File: src/rtl/mc_sequencer.sv
// Multi-cycle MIPS sequencer: steps each instruction through FETCH/DECODE/EXEC/MEM/WB
// over a shared memory port, and halts on an illegal opcode or a memory timeout.
`timescale 1ns/1ps
module mc_sequencer #(
    parameter int MEM_TIMEOUT = 16,
    parameter int TO_W        = 8
) (
    input  logic        clk,
    input  logic        rst_n,
    input  logic [31:0] ir,
    input  logic        mem_ready,
    output logic        mem_req,
    output logic        mem_we,
    output logic        mem_addr_sel,
    output logic        ir_load,
    output logic        pc_w_en,
    output logic        pc_br_en,
    output logic        pc_jmp_en,
    output logic        rf_commit,
    output logic [2:0]  state,
    output logic        halted,
    output logic [1:0]  halt_cause,
    output logic [31:0] instret
);

    typedef enum logic [2:0] {
        S_FETCH  = 3'd0,
        S_DECODE = 3'd1,
        S_EXEC   = 3'd2,
        S_MEM    = 3'd3,
        S_WB     = 3'd4,
        S_BOOT   = 3'd5,
        S_HALT   = 3'd7
    } state_t;

    typedef enum logic [2:0] {
        C_ILL, C_BR, C_JMP, C_ALU, C_LD, C_ST
    } op_class_t;

    localparam logic [TO_W-1:0] TO_LAST = TO_W'(MEM_TIMEOUT - 1);

    function automatic op_class_t classify(input logic [5:0] op);
        op_class_t c;
        casez (op)
            6'b000001, 6'b0001??:                       c = C_BR;
            6'b00001?:                                  c = C_JMP;
            6'b000000, 6'b001???, 6'b011100, 6'b011111: c = C_ALU;
            6'b100011:                                  c = C_LD;
            6'b101011:                                  c = C_ST;
            default:                                    c = C_ILL;
        endcase
        return c;
    endfunction

    state_t          cur_state;
    state_t          next_state;
    op_class_t       op_class;
    logic [TO_W-1:0] wait_cnt;
    logic            timeout_hit;
    logic [1:0]      halt_next;
    logic            unused_ir;

    assign unused_ir = ^ir[25:0];
    assign op_class  = classify(ir[31:26]);
    assign state     = cur_state;

    // Only meaningful while a request is outstanding; ready in the last cycle still wins.
    assign timeout_hit = (MEM_TIMEOUT != 0) && !mem_ready && (wait_cnt == TO_LAST);

    always_ff @(posedge clk or negedge rst_n) begin
        if (!rst_n) cur_state <= S_BOOT;
        else        cur_state <= next_state;
    end

    always_comb begin
        next_state   = cur_state;
        halt_next    = 2'b00;
        mem_req      = 1'b0;
        mem_we       = 1'b0;
        mem_addr_sel = 1'b0;
        ir_load      = 1'b0;
        pc_w_en      = 1'b0;
        pc_br_en     = 1'b0;
        pc_jmp_en    = 1'b0;
        rf_commit    = 1'b0;
        halted       = 1'b0;
        case (cur_state)
            S_BOOT: next_state = S_FETCH;
            S_FETCH: begin
                mem_req = 1'b1;
                if (mem_ready) begin
                    ir_load    = 1'b1;
                    pc_w_en    = 1'b1;
                    next_state = S_DECODE;
                end else if (timeout_hit) begin
                    next_state = S_HALT;
                    halt_next  = 2'b10;
                end
            end
            S_DECODE: begin
                if (op_class == C_ILL) begin
                    next_state = S_HALT;
                    halt_next  = 2'b01;
                end else begin
                    next_state = S_EXEC;
                end
            end
            S_EXEC: begin
                case (op_class)
                    C_BR: begin
                        pc_br_en   = 1'b1;
                        next_state = S_FETCH;
                    end
                    C_JMP: begin
                        pc_jmp_en  = 1'b1;
                        next_state = S_FETCH;
                    end
                    C_ALU:       next_state = S_WB;
                    C_LD, C_ST:  next_state = S_MEM;
                    default: begin
                        next_state = S_HALT;
                        halt_next  = 2'b01;
                    end
                endcase
            end
            S_MEM: begin
                mem_req      = 1'b1;
                mem_addr_sel = 1'b1;
                mem_we       = (op_class == C_ST);
                if (mem_ready) begin
                    next_state = (op_class == C_LD) ? S_WB : S_FETCH;
                end else if (timeout_hit) begin
                    next_state = S_HALT;
                    halt_next  = 2'b10;
                end
            end
            S_WB: begin
                rf_commit  = 1'b1;
                next_state = S_FETCH;
            end
            S_HALT:  halted = 1'b1;
            default: next_state = S_BOOT;
        endcase
    end

    // Counter idles at zero whenever no request is pending, so every entry to FETCH/MEM starts clean.
    always_ff @(posedge clk or negedge rst_n) begin
        if (!rst_n)                     wait_cnt <= '0;
        else if (mem_req && !mem_ready) wait_cnt <= wait_cnt + 1'b1;
        else                            wait_cnt <= '0;
    end

    always_ff @(posedge clk or negedge rst_n) begin
        if (!rst_n) begin
            instret <= 32'd0;
        end else if (next_state == S_FETCH &&
                     (cur_state == S_EXEC || cur_state == S_MEM || cur_state == S_WB)) begin
            instret <= instret + 32'd1;
        end
    end

    always_ff @(posedge clk or negedge rst_n) begin
        if (!rst_n) begin
            halt_cause <= 2'b00;
        end else if (next_state == S_HALT && cur_state != S_HALT) begin
            halt_cause <= halt_next;
        end
    end

endmodule

File: config.mk
export PLATFORM = sky130hd
export DESIGN_NAME = mc_sequencer
export DESIGN_NICKNAME = d
export VERILOG_FILES = /design/src/rtl/mc_sequencer.sv
export SDC_FILE = /design/constraint.sdc
export NUM_CORES = 1
export LEC_CHECK = 0
export CAP_MARGIN = 15
export CORE_UTILIZATION = 54
export CTS_CLUSTER_DIAMETER = 40
export CTS_CLUSTER_SIZE = 30
export DETAILED_ROUTE_END_ITERATION = 16
export DONT_BUFFER_PORTS = 1
export PLACE_DENSITY = 0.65
export SLEW_MARGIN = 20
export SYNTH_ARGS = -nofsm -noshare
export SYNTH_HDL_FRONTEND = slang
export SYNTH_SLANG_ARGS = --single-unit
File: constraint.sdc
create_clock -name clk -period 4.45 [get_ports clk]
set_input_delay 0.6675 -clock clk [delete_from_list [all_inputs] [get_ports clk]]
set_output_delay 0.6675 -clock clk [all_outputs]
set_load 0.02 [all_outputs]
# After elaboration in Yosys (flattened, before gate mapping)
# Index checks and enable logic that the tools add are counted.
[totals]
out_inout_bits = 46
memories = 0
inputBits = 35
ramBits = 0
rom_bits = 0
word_cells = 71
ff_bits = 45
latch_bits = 0
[op_classes]
reduce_logical = 18
div_mod_pow = 0
n_eq_ne = 22
n_lt_le_gt_ge = 0
n_shift = 0
n_bitwise = 0
add_sub_neg = 2
muxes = 25
multipliers = 0
[ops]
columns = ["cell", "count"]
rows = [
  ["32-bit by 1-bit adder with 32-bit output (second input constant)", 1],
  ["3-bit == test (second input constant)", 6],
  ["3-bit one-hot mux with 6 select lines", 1],
  ["3-bit two-way mux", 5],
  ["3-bit one-hot mux with 5 select lines", 1],
  ["1-bit two-way mux", 13],
  ["3-bit by 2-bit == test with 1-bit output (second input constant)", 4],
  ["6-bit by 5-bit == test with 1-bit output (second input constant)", 2],
  ["6-bit == test (second input constant)", 2],
  ["2-bit OR reduction", 5],
  ["3-bit by 1-bit == test with 1-bit output (second input constant)", 3],
  ["3-bit logical NOT", 3],
  ["3-bit one-hot mux with 3 select lines", 1],
  ["8-bit by 1-bit adder with 8-bit output (second input constant)", 1],
  ["8-bit by 4-bit == test with 1-bit output (second input constant)", 1],
  ["8-bit two-way mux", 1],
  ["6-bit by 1-bit == test with 1-bit output (second input constant)", 1],
  ["6-bit logical NOT", 1],
  ["2-bit one-hot mux with 3 select lines", 1],
  ["5-bit by 1-bit == test with 1-bit output (second input constant)", 1],
  ["5-bit OR reduction", 1],
  ["4-bit by 1-bit == test with 1-bit output (second input constant)", 1],
  ["1-bit logical AND", 4],
  ["2-bit two-way mux", 2],
  ["other kinds (4)", 5],
]

# Depth between registers and ports, before layout
# Gate-level depths: netlist (run 1).
[depth]
depth_word = 9
ltp_mapped = 10

# Worst setup path after synthesis (run 1)
# Ideal clock, no wire load.
[synth_path]
path_type = "register to register"
start = "register cur_state[2], in the netlist state[2]"
end = "register instret[22]"
arrival_ns = 2.455
stages_incl_launch_ff = 11
required_time_ns = 4.320
path_slack_ns = 1.866
n_path_buf = 3
cell_sequence = "dfstp_2 > buf_2 > nor3b_2 > nor2_1 > nor2_1 > and3_1 > clkbuf_1 > and3_1 > clkbuf_1 > nand4_1 > xnor2_1"
[synth_via]
elab_chain_cells = 5
elab_cells_between_ends = 16
classes_between = "6 x eq/ne; 4 x mux; 6 x reduce/logical"
[synth_rtl]
columns = ["element", "line_no", "text"]
rows = [
  ["start: declaration", "55", "state_t cur_state;"],
  ["start signal: assignment", "72", "else cur_state <= next_state;"],
  ["3-bit == test, or another cell as far along", "87, 157", ""],
  ["2-bit OR reduction (no source line), or another cell as far along", "-", ""],
  ["3-bit one-hot mux with 6 select lines", "87", "case (cur_state)"],
  ["3-bit logical NOT", "156", "end else if (next_state == S_FETCH &&"],
  ["1-bit logical AND (*)", "156", ""],
  ["end signal: assignment", "158", "instret <= instret + 32'd1;"],
  ["end: declaration", "23", "output logic [31:0] instret"],
]
# Mark *: on every way between the ends. The rest lies on a longest branch, timed or not.
# A chain may end at the register's enable or synchronous reset.

# Worst setup path after layout (run 1)
[layout_path]
start = "register cur_state[2], in the netlist state[2]"
end = "register instret[31]"
# Same word-level chain as after synthesis.

==> impl_metrics.env, run 1 <==
export IMPL_status="finished clean"
export IMPL_antenna_cells=0
export IMPL_htreeDepth=2
export IMPL_power_internal_uw=708
export IMPL_critPathSlowestCell="dfstp_2"
export IMPL_ys_flop_type="dfrtp_1"
export IMPL_max_freq_mhz=352
export IMPL_syn_nets=275
export IMPL_synth_seq_cells=45
export IMPL_start_kind="flop"
export IMPL_switching_share_pct=42.5
export IMPL_pre_cts_slack_ps=1570
export IMPL_synth_top_cell_area_share_pct=45.1
export IMPL_ys_warn_count=0
export IMPL_fillCellCount=353
export IMPL_holdBufCountCts=0
export IMPL_drive_gt1_share_pct=6.81
export IMPL_maxCapViolations=0
export IMPL_p_seq_share_pct=48.5
export IMPL_cts_setup_buffers=0
export IMPL_gr_total_overflow=0
export IMPL_wl_um=4850
export IMPL_setup_ws_ps=1610
export IMPL_p_leak_uw=0.00107
export IMPL_antenna_found_initial=0
export IMPL_placedCellCount=278
export IMPL_async_flop_share_pct=100
export IMPL_yosys_top_cells_area="dfrtp_1, xnor2_1, nand3_1"
export IMPL_post_cts_resized=0
export IMPL_worstSetupPathType="reg2reg"
export IMPL_cts_tree="yes"
export IMPL_rows=23
export IMPL_hp_class="in2async"
export IMPL_drt_iter0_drc=106
export IMPL_core_mm2=0.00412
export IMPL_cts_buffer_depth=2
export IMPL_worst_ep_required_time_ps=4630
export IMPL_ir_drop_v=0.000289
export IMPL_worst_pin_slew_ps=768
export IMPL_grt_pass1_wl_um=7830
export IMPL_synth_edf_count=0
export IMPL_tns_ps=0
export IMPL_comb_power_share_pct=32.1
export IMPL_finalSetupViolations=0
export IMPL_gp_congestion=0.770
export IMPL_wire_per_inst_um=17.0
export IMPL_grt_pass1_vias=1770
export IMPL_port_buffers=0
export IMPL_area_growth_pct=3.62
export IMPL_hold_viol=0
export IMPL_synth_area_mm2=0.00239
export IMPL_end_kind="flop"
export IMPL_maxSlewViolCount=0
export IMPL_die_w_um=68.5
export IMPL_vias=1769
export IMPL_layout_min_cycle_time_ps=2840
export IMPL_synth_distinct_cells=46
export IMPL_final_antenna_net_count=0
export IMPL_period_share_pct=63.8
export IMPL_cts_made_buffers=5
export IMPL_path_cells="nor3b_2 -> nor2_1 -> nor2_1 -> nand4_1 -> nor4_2 -> nand4_1 -> xnor2_1"
export IMPL_dr_pass1_iters=4
export IMPL_syn_avg_cell_area_um2=10.0
export IMPL_via_per_inst=6.21
export IMPL_p_sw_uw=523
export IMPL_dp_hpwl_um=3490
export IMPL_fin_skew_ps=8.92
export IMPL_grt_max_degree=46
export IMPL_grt_use_total_pct=22.8
export IMPL_instances_no_fill=285
export IMPL_drc_errors=0
export IMPL_arrival_ps=3020
export IMPL_synthCells=238
export IMPL_final_area_mm2=0.00247
export IMPL_cts_num_sinks=45
export IMPL_cts_reportedPaths_clkPinSlew_ps=80
export IMPL_start_util_pct=58.0
export IMPL_slowest_delay_ps=710
export IMPL_die_area_mm2=0.00469
export IMPL_synth_most_common_cell="dfrtp_1"
export IMPL_power_density_mw_per_mm2=498
export IMPL_seq_area_frac_synth_pct=47.3
export IMPL_power_share_clock_pct=19.4
export IMPL_post_dp_cell_area_mm2=0.00239
export IMPL_seqCellArea_mm2=0.00113
export IMPL_cp_num_buf_inv=0
export IMPL_crit_fanout=13
export IMPL_cts_root_buf="clkbuf_8"
export IMPL_nNetsFinal=272
export IMPL_yosysTopAreaCell="dfrtp_1"
export IMPL_dieHeight_um=68.5
export IMPL_multi_input_area_mm2=0.00117
export IMPL_io_pins=81
export IMPL_crit_family="simple AND/OR/NAND/NOR gates"
export IMPL_rsz0062_at_grt="false"
export IMPL_slew_headroom_pct=48.3
export IMPL_synth_commonest_cells="dfrtp_1, xnor2_1, nand3_1"
export IMPL_insertion_delay_ps=290
worst reg2reg max path: stages (launching register included):
cell	delay, ps
dfstp_2	710
nor3b_2	460
nor2_1	190
nor2_1	190
nand4_1	180
nor4_2	630
nand4_1	210
xnor2_1	160
sequential cells by signal (all words and copies together) (netlist names):
register	count
instret	32
wait_cnt	8
state	3
halt_cause	2
power by group through the flow:
stage	clock, uW	sequential [uW]	combinational (uW)
global route	268	605	437
floorplan	0	554	393
detailed placement	0	602	392
finish	239	597	396
global placement	0	601	380
CTS	248	594	393
worst paths after layout:
path | startpoint | end | slack, ps | cells after the start
max | state[2] | instret[31] | 1610 | 7
min | rst_n | wait_cnt[2] | 60 | 0
max reg2reg | state[2] | instret[31] | 1610 | 7
min reg2reg | wait_cnt[0] | wait_cnt[0] | 470 | 1
max in group asynchronous | rst_n | state[2] | 4190 | 0
min in group clk | wait_cnt[0] | wait_cnt[0] | 470 | 1
stage by stage:
stage	hold slack, ps	utilization [%]	power (uW)
3_3_place_gp	373	58.1	981
4_1_cts	50.8	60.1	1240
5_1_grt	36.9	60.1	1310
3_5_place_dp	373	58.1	994
2_1_floorplan	372	-	947
6_report	62.9	60.1	1230
cell type report:
type	count	share of cell area [%]
repair buffers	1	0.303
flip-flops and latches	45	45.6
well taps	50	2.53
clock buffers	6	2.93
inverters	7	1.06
multi-input cells	175	47.2
clock inverters	1	0.354
cells in the final DEF (no fill, tap or decap), types with 4 or more instances in the layout:
cell	Yosys	routed
dfrtp_1	43	43
inv_1	7	7
o21ai_0	6	6
nor2_1	20	20
and3_1	11	11
nor3_1	4	4
nand3_1	22	22
nand4_1	14	14
xor2_1	7	7
clkbuf_8	0	5
xnor2_1	32	32
nand2_1	13	13
routing by layer:
layer	global-route usage, %	wire [um]	vias up
met4	9.11	48	0
li1	-	-	829
met3	7.07	268	6
met2	39.2	2510	46
met1	26.3	2030	888
met5	0	0	-
kinds of logic after synthesis:
| family | share of synthesized area (%) |
|---|---|
| and+or+nand+nor | 27.3 |
| DFF | 47.3 |
| xor gates and xnor gates | 14.3 |
| AOI/OAI and AO/OA | 5.82 |
| buffers and inverters | 3.83 |
| adders and majority gates | 1.05 |
| muxes | 0.472 |
(Power assumes the default switching activity.)
==> run 2: changes to the inputs <==
==> constraint.sdc (replaced) <==
create_clock -name clk -period 2.7 [get_ports clk]
set_input_delay 0.405 -clock clk [delete_from_list [all_inputs] [get_ports clk]]
set_output_delay 0.405 -clock clk [all_outputs]
set_load 0.02 [all_outputs]
==> run 2 against run 1 <==
Net effect: register-to-register slack lost 1500 ps; critical path type unchanged; sequential power grew 57%; flip-flop and latch count is the same; largest power group unchanged; routed wire length grew 2.7%; clock power grew 130%; non-clock buffer count grew 9; fmax grew 11%; total power grew 83%; hold slack gained 320 ps; utilization grew 3.2 points; cell area grew 5.3%; final cell count grew 3.5%.
==> impl_metrics.env, run 2 (synthesized netlist as in run 1, its figures left out) <==
export IMPL_htreeDepth=2
export IMPL_rsz0062_at_grt="false"
export IMPL_cts_buffer_depth=2
export IMPL_cts_root_buf="clkbuf_8"
export IMPL_crit_family="simple AND/OR/NAND/NOR gates"
export IMPL_grt_busiest_layer="met2"
export IMPL_port_buffers=0
export IMPL_hp_class="in2reg"
export IMPL_drc_errors=0
export IMPL_period_share_pct=94.7
export IMPL_p_leak_uw=0.00115
export IMPL_grt_pass1_vias=1803
export IMPL_core_mm2=0.00412
export IMPL_seqCellArea_mm2=0.00113
export IMPL_end_kind="flop"
export IMPL_grtUsageMet2_pct=39.8
export IMPL_antenna_found_initial=0
export IMPL_final_area_mm2=0.00260
export IMPL_maxCapViolations=0
export IMPL_fillCellCount=342
export IMPL_gp_congestion=0.798
export IMPL_worstSetupPathType="reg2reg"
export IMPL_rows=23
export IMPL_slew_headroom_pct=54.4
export IMPL_multi_input_area_mm2=0.00117
export IMPL_path_cells="ha_1 -> nand3_1 -> nor4_1 -> o21ai_0 -> nand3_1 -> or3_4 -> nor3_2 -> mux2_2"
export IMPL_cp_num_buf_inv=0
export IMPL_maxSlewViolCount=0
export IMPL_vias=1818
export IMPL_drive_gt1_share_pct=11.0
export IMPL_power_density_mw_per_mm2=866
export IMPL_holdWs_ps=383
export IMPL_layout_min_cycle_time_ps=2560
export IMPL_dieHeight_um=68.5
export IMPL_dr_pass1_iters=4
export IMPL_setup_ws_ps=144
export IMPL_ir_drop_v=0.000472
export IMPL_drt_iter0_drc=119
export IMPL_dp_hpwl_um=3690
export IMPL_use_met3_pct=5.43
export IMPL_cts_reportedPaths_clkPinSlew_ps=90
export IMPL_post_dp_cell_area_mm2=0.00244
export IMPL_cts_made_buffers=5
export IMPL_cts_num_sinks=45
export IMPL_fin_skew_ps=8.22
export IMPL_grt_use_met1_pct=26.9
export IMPL_final_antenna_net_count=0
export IMPL_largest_reg_flops=32
export IMPL_finalSetupViolations=0
export IMPL_wl_um=4980
export IMPL_worst_ep_required_time_ps=2880
export IMPL_die_w_um=68.5
export IMPL_placedCellCount=285
export IMPL_max_freq_mhz=391
export IMPL_insertion_delay_ps=300
export IMPL_cts_tree="yes"
export IMPL_via_per_inst=6.16
export IMPL_critPathSlowestCell="or3_4"
export IMPL_area_growth_pct=9.07
export IMPL_layout_common_cells="dfrtp_1, xnor2_1, nand3_1"
export IMPL_slowest_delay_ps=470
export IMPL_grt_max_degree=46
export IMPL_tns_ps=0
export IMPL_final_common_cell="dfrtp_1"
export IMPL_wire_per_inst_um=16.9
export IMPL_start_kind="flop"
export IMPL_instances_no_fill=295
export IMPL_start_util_pct=58.0
export IMPL_grt_use_total_pct=22.6
export IMPL_status="finished clean"
export IMPL_crit_fanout=5
export IMPL_die_area_mm2=0.00469
export IMPL_hold_viol=0
export IMPL_arrival_ps=2740
export IMPL_gr_total_overflow=0
export IMPL_crit_top_cell="nand3_1"
export IMPL_grt_pass1_wl_um=7850
export IMPL_largest_register="instret"
export IMPL_io_pins=81
export IMPL_antenna_cells=0
export IMPL_nNetsFinal=281
export IMPL_worst_pin_slew_ps=667
export IMPL_pre_cts_slack_ps=140
run 2: changes by cell type in the layout (fill, tap and decap cells not counted), sizes merged:
cell         delta
buf             +8
clkinv          -1
dlygate4sd3     +1
bufinv          +1
inv             +1
run 2: through the flow:
| stage | total power, uW | util (%) |
|---|---|---|
| 3_5_place_dp | 1690 | 59.4 |
| 4_1_cts | 2250 | 63.1 |
| 5_1_grt | 2370 | 63.3 |
| 2_1_floorplan | 1560 | - |
| 6_report | 2260 | 63.3 |
| 3_3_place_gp | 1660 | 59.4 |
run 2: final timing paths:
| path | end | startpoint | cells past startpoint | slack, ps |
|---|---|---|---|---|
| max | instret[1] | wait_cnt[0] | 8 | 140 |
| min | state[0] | mem_ready | 3 | 380 |
| max reg2reg | instret[1] | wait_cnt[0] | 8 | 140 |
| min reg2reg | wait_cnt[0] | wait_cnt[0] | 1 | 500 |
| max in group asynchronous | state[0] | rst_n | 2 | 1870 |
| min in group asynchronous | wait_cnt[1] | rst_n | 2 | 550 |
run 2: what timing repair did:
action                     CTS  global route
hold endpoints to repair    45             0
buffers inserted             0             0
hold buffers                 2             0
resized for setup            0             1
setup endpoints to repair    0             2
run 2: area by class of cell:
class | count | area share (%)
multi-input combinational | 175 | 45.0
sequential | 45 | 43.3
timing repair buffer | 10 | 3.46
clock buffer | 6 | 3.17
tap | 50 | 2.40
clock inverter | 2 | 1.59
inverter | 7 | 1.01
run 2: tightest hold or removal path, stage by stage:
cell and delay, ps:
nor3_1 50, nand2_1 100, nand4_1 100
run 2: metal layers:
metal | share of wire, % | up-vias
li1 | - | 846
met1 | 42 | 922
met2 | 52 | 45
met3 | 5.2 | 5
met4 | 1.0 | 0
met5 | 0 | -
run 2: report_power, final:
group,internal (uW),switching [uW]
Clock,308,235
Sequential,759,177
Combinational,278,499
==> run 3: changes to the inputs <==
--- a/config.mk
+++ b/config.mk
@@ -5,6 +5,7 @@
 export SDC_FILE = /design/constraint.sdc
 export NUM_CORES = 1
 export LEC_CHECK = 0
+export ABC_AREA = 1
 export CAP_MARGIN = 15
 export CORE_UTILIZATION = 54
 export CTS_CLUSTER_DIAMETER = 40
==> run 3 against run 2 <==
Net effect: clock power rose by 9.8%; clock skew fell by 4.3 ps; highest routed layer unchanged; first-iteration DRC count rose by 50%; via count rose by 52%; non-clock buffer count did not move.
==> impl_metrics.env, run 3 <==
export IMPL_grt_busiest_layer="met1"
export IMPL_fillCellCount=491
export IMPL_syn_nets=477
export IMPL_layout_common_cells="nand2_1, nor2_1, nand3_1"
export IMPL_cts_root_buf="clkbuf_8"
export IMPL_fin_skew_ps=3.90
export IMPL_hp_class="in2reg"
export IMPL_grt_use_total_pct=25.4
export IMPL_layout_min_cycle_time_ps=2220
export IMPL_cts_num_sinks=45
export IMPL_ir_drop_v=0.000619
export IMPL_die_w_um=76.7
export IMPL_worst_pin_slew_ps=727
export IMPL_slew_headroom_pct=51.2
export IMPL_async_flop_share_pct=100
export IMPL_ys_flop_type="dfrtp_1"
export IMPL_tns_ps=0
export IMPL_rows=26
export IMPL_synth_distinct_cells=29
export IMPL_htreeDepth=2
export IMPL_drc_errors=0
export IMPL_maxCapViolations=0
export IMPL_maxSlewViolCount=0
export IMPL_status="finished clean"
export IMPL_area_growth_pct=7.57
export IMPL_die_area_mm2=0.00588
export IMPL_p_leak_uw=0.00162
export IMPL_synth_most_common_cell="nand2_1"
export IMPL_worstSetupPathType="reg2out"
export IMPL_slowest_delay_ps=670
export IMPL_seq_area_frac_synth_pct=37.5
export IMPL_path_cells="nand3_1 -> a311oi_1"
export IMPL_grt_use_met1_pct=38.8
export IMPL_rsz0062_at_grt="false"
export IMPL_wl_um=6990
export IMPL_worst_ep_required_time_ps=2300
export IMPL_start_kind="flop"
export IMPL_finalSetupViolations=0
export IMPL_grt_max_degree=46
export IMPL_synth_commonest_cells="nand2_1, nor2_1, nand3_1"
export IMPL_dr_pass1_iters=4
export IMPL_cts_reportedPaths_clkPinSlew_ps=80
export IMPL_insertion_delay_ps=290
export IMPL_vias=2771
export IMPL_nNetsFinal=482
export IMPL_crit_fanout=10
export IMPL_yosysTopAreaCell="dfrtp_1"
export IMPL_grt_pass1_wl_um=12200
export IMPL_dieHeight_um=76.7
export IMPL_arrival_ps=1810
export IMPL_max_freq_mhz=451
export IMPL_gp_congestion=0.904
export IMPL_synth_seq_cells=45
export IMPL_ys_warn_count=0
export IMPL_core_mm2=0.00524
export IMPL_cts_buffer_depth=2
export IMPL_end_kind="output port"
export IMPL_wire_per_inst_um=13.5
export IMPL_drive_gt1_share_pct=6.73
export IMPL_grtUsageMet2_pct=37.4
export IMPL_gr_total_overflow=0
export IMPL_use_met3_pct=4.29
export IMPL_port_buffers=0
export IMPL_grt_pass1_vias=2593
export IMPL_via_per_inst=5.37
export IMPL_post_cts_resized=0
export IMPL_start_util_pct=57.5
export IMPL_synthCells=440
export IMPL_cts_tree="yes"
export IMPL_dp_hpwl_um=5280
export IMPL_synth_edf_count=0
export IMPL_critPathSlowestCell="a311oi_1"
export IMPL_io_pins=81
export IMPL_p_total_uw=2470
export IMPL_largest_reg_flops=32
export IMPL_largest_register="instret"
export IMPL_final_common_cell="nand2_1"
export IMPL_synth_top_cell_area_share_pct=35.8
export IMPL_syn_avg_cell_area_um2=6.84
export IMPL_period_share_pct=82.2
export IMPL_antenna_found_initial=0
export IMPL_cp_num_buf_inv=0
export IMPL_yosys_top_cells_area="dfrtp_1, nand2_1, nand3_1"
export IMPL_synth_area_mm2=0.00301
export IMPL_crit_family="compound AO/OA/AOI/OAI gates"
export IMPL_hold_viol=0
export IMPL_power_density_mw_per_mm2=763
export IMPL_antenna_cells=0
export IMPL_drt_iter0_drc=178
export IMPL_cts_made_buffers=5
export IMPL_final_antenna_net_count=0
==> run 3: changes by cell type in the layout (fill, tap and decap cells not counted), sizes merged, moves of 15 or more <==
cell   delta
nor2     +39
xor2     +15
inv      +28
nor3     +16
nand3    +31
xnor2    -25
nand2   +144
==> run 3: stage by stage <==
step           hold WS, ps  util, %  cells  cell area [um2]  worst slack [ps]
2_1_floorplan          109        -    440             3010               720
3_3_place_gp           112     58.5    506             3070               615
3_5_place_dp           111     58.5    506             3070               587
4_1_cts                315     61.8    516             3240               454
5_1_grt                346     61.8    516             3240               271
6_report               327     61.8    516             3240               481
==> run 3: worst min-delay path: cells and delay by family <==
family	cells	cell delay [ps]
AOI/OAI and AO/OA	1	80
and+or+nand+nor	2	110
==> run 3: timing repair <==
item | 4_1_cts | 5_1_grt
setup buffers | 0 | 0
hold buffers | 2 | 0
hold endpoints to repair | 45 | 0
==> run 3: layout make-up <==
type | instances | area (um2) | share of cell area (%)
inverter | 37 | 139 | 4.29
tap | 70 | 87.6 | 2.71
clock inverter | 3 | 65.1 | 2.01
timing repair buffer | 10 | 97.6 | 3.02
sequential | 45 | 1130 | 34.9
clock buffer | 5 | 68.8 | 2.13
multi-input combinational | 346 | 1650 | 51.0
==> run 3: path summary, 6_finish.rpt <==
path,endpoint,cells after the start,slack (ps),start
max,mem_we,2,480,state[1]
max in group asynchronous,state[2],2,1830,rst_n
min in group asynchronous,instret[8],2,600,rst_n
min reg2reg,wait_cnt[0],1,460,wait_cnt[0]
min,wait_cnt[3],3,330,mem_ready
max reg2reg,instret[30],8,550,instret[1]
==> run 3: cells by family (layout without fill, tap and decap cells) <==
family	after synthesis	after routing	share of synthesized area (%)
xor gates and xnor gates	29	29	8.44
DFF	45	45	37.5
and+or+nand+nor	304	304	43.4
adders and majority gates	2	2	0.831
buffers and inverters	49	55	7.65
AOI/OAI and AO/OA	11	11	2.16
==> run 3: layer usage <==
metal,up-vias,share of wire (%)
li1,1409,-
met1,1277,51
met2,77,42
met3,8,5.6
met4,0,0.90
met5,-,0
==> run 3: power by group <==
| group | switching (uW) | total (uW) | internal (uW) |
|---|---|---|---|
| logic | 706 | 982 | 276 |
| registers | 145 | 892 | 747 |
| clock network | 227 | 595 | 368 |
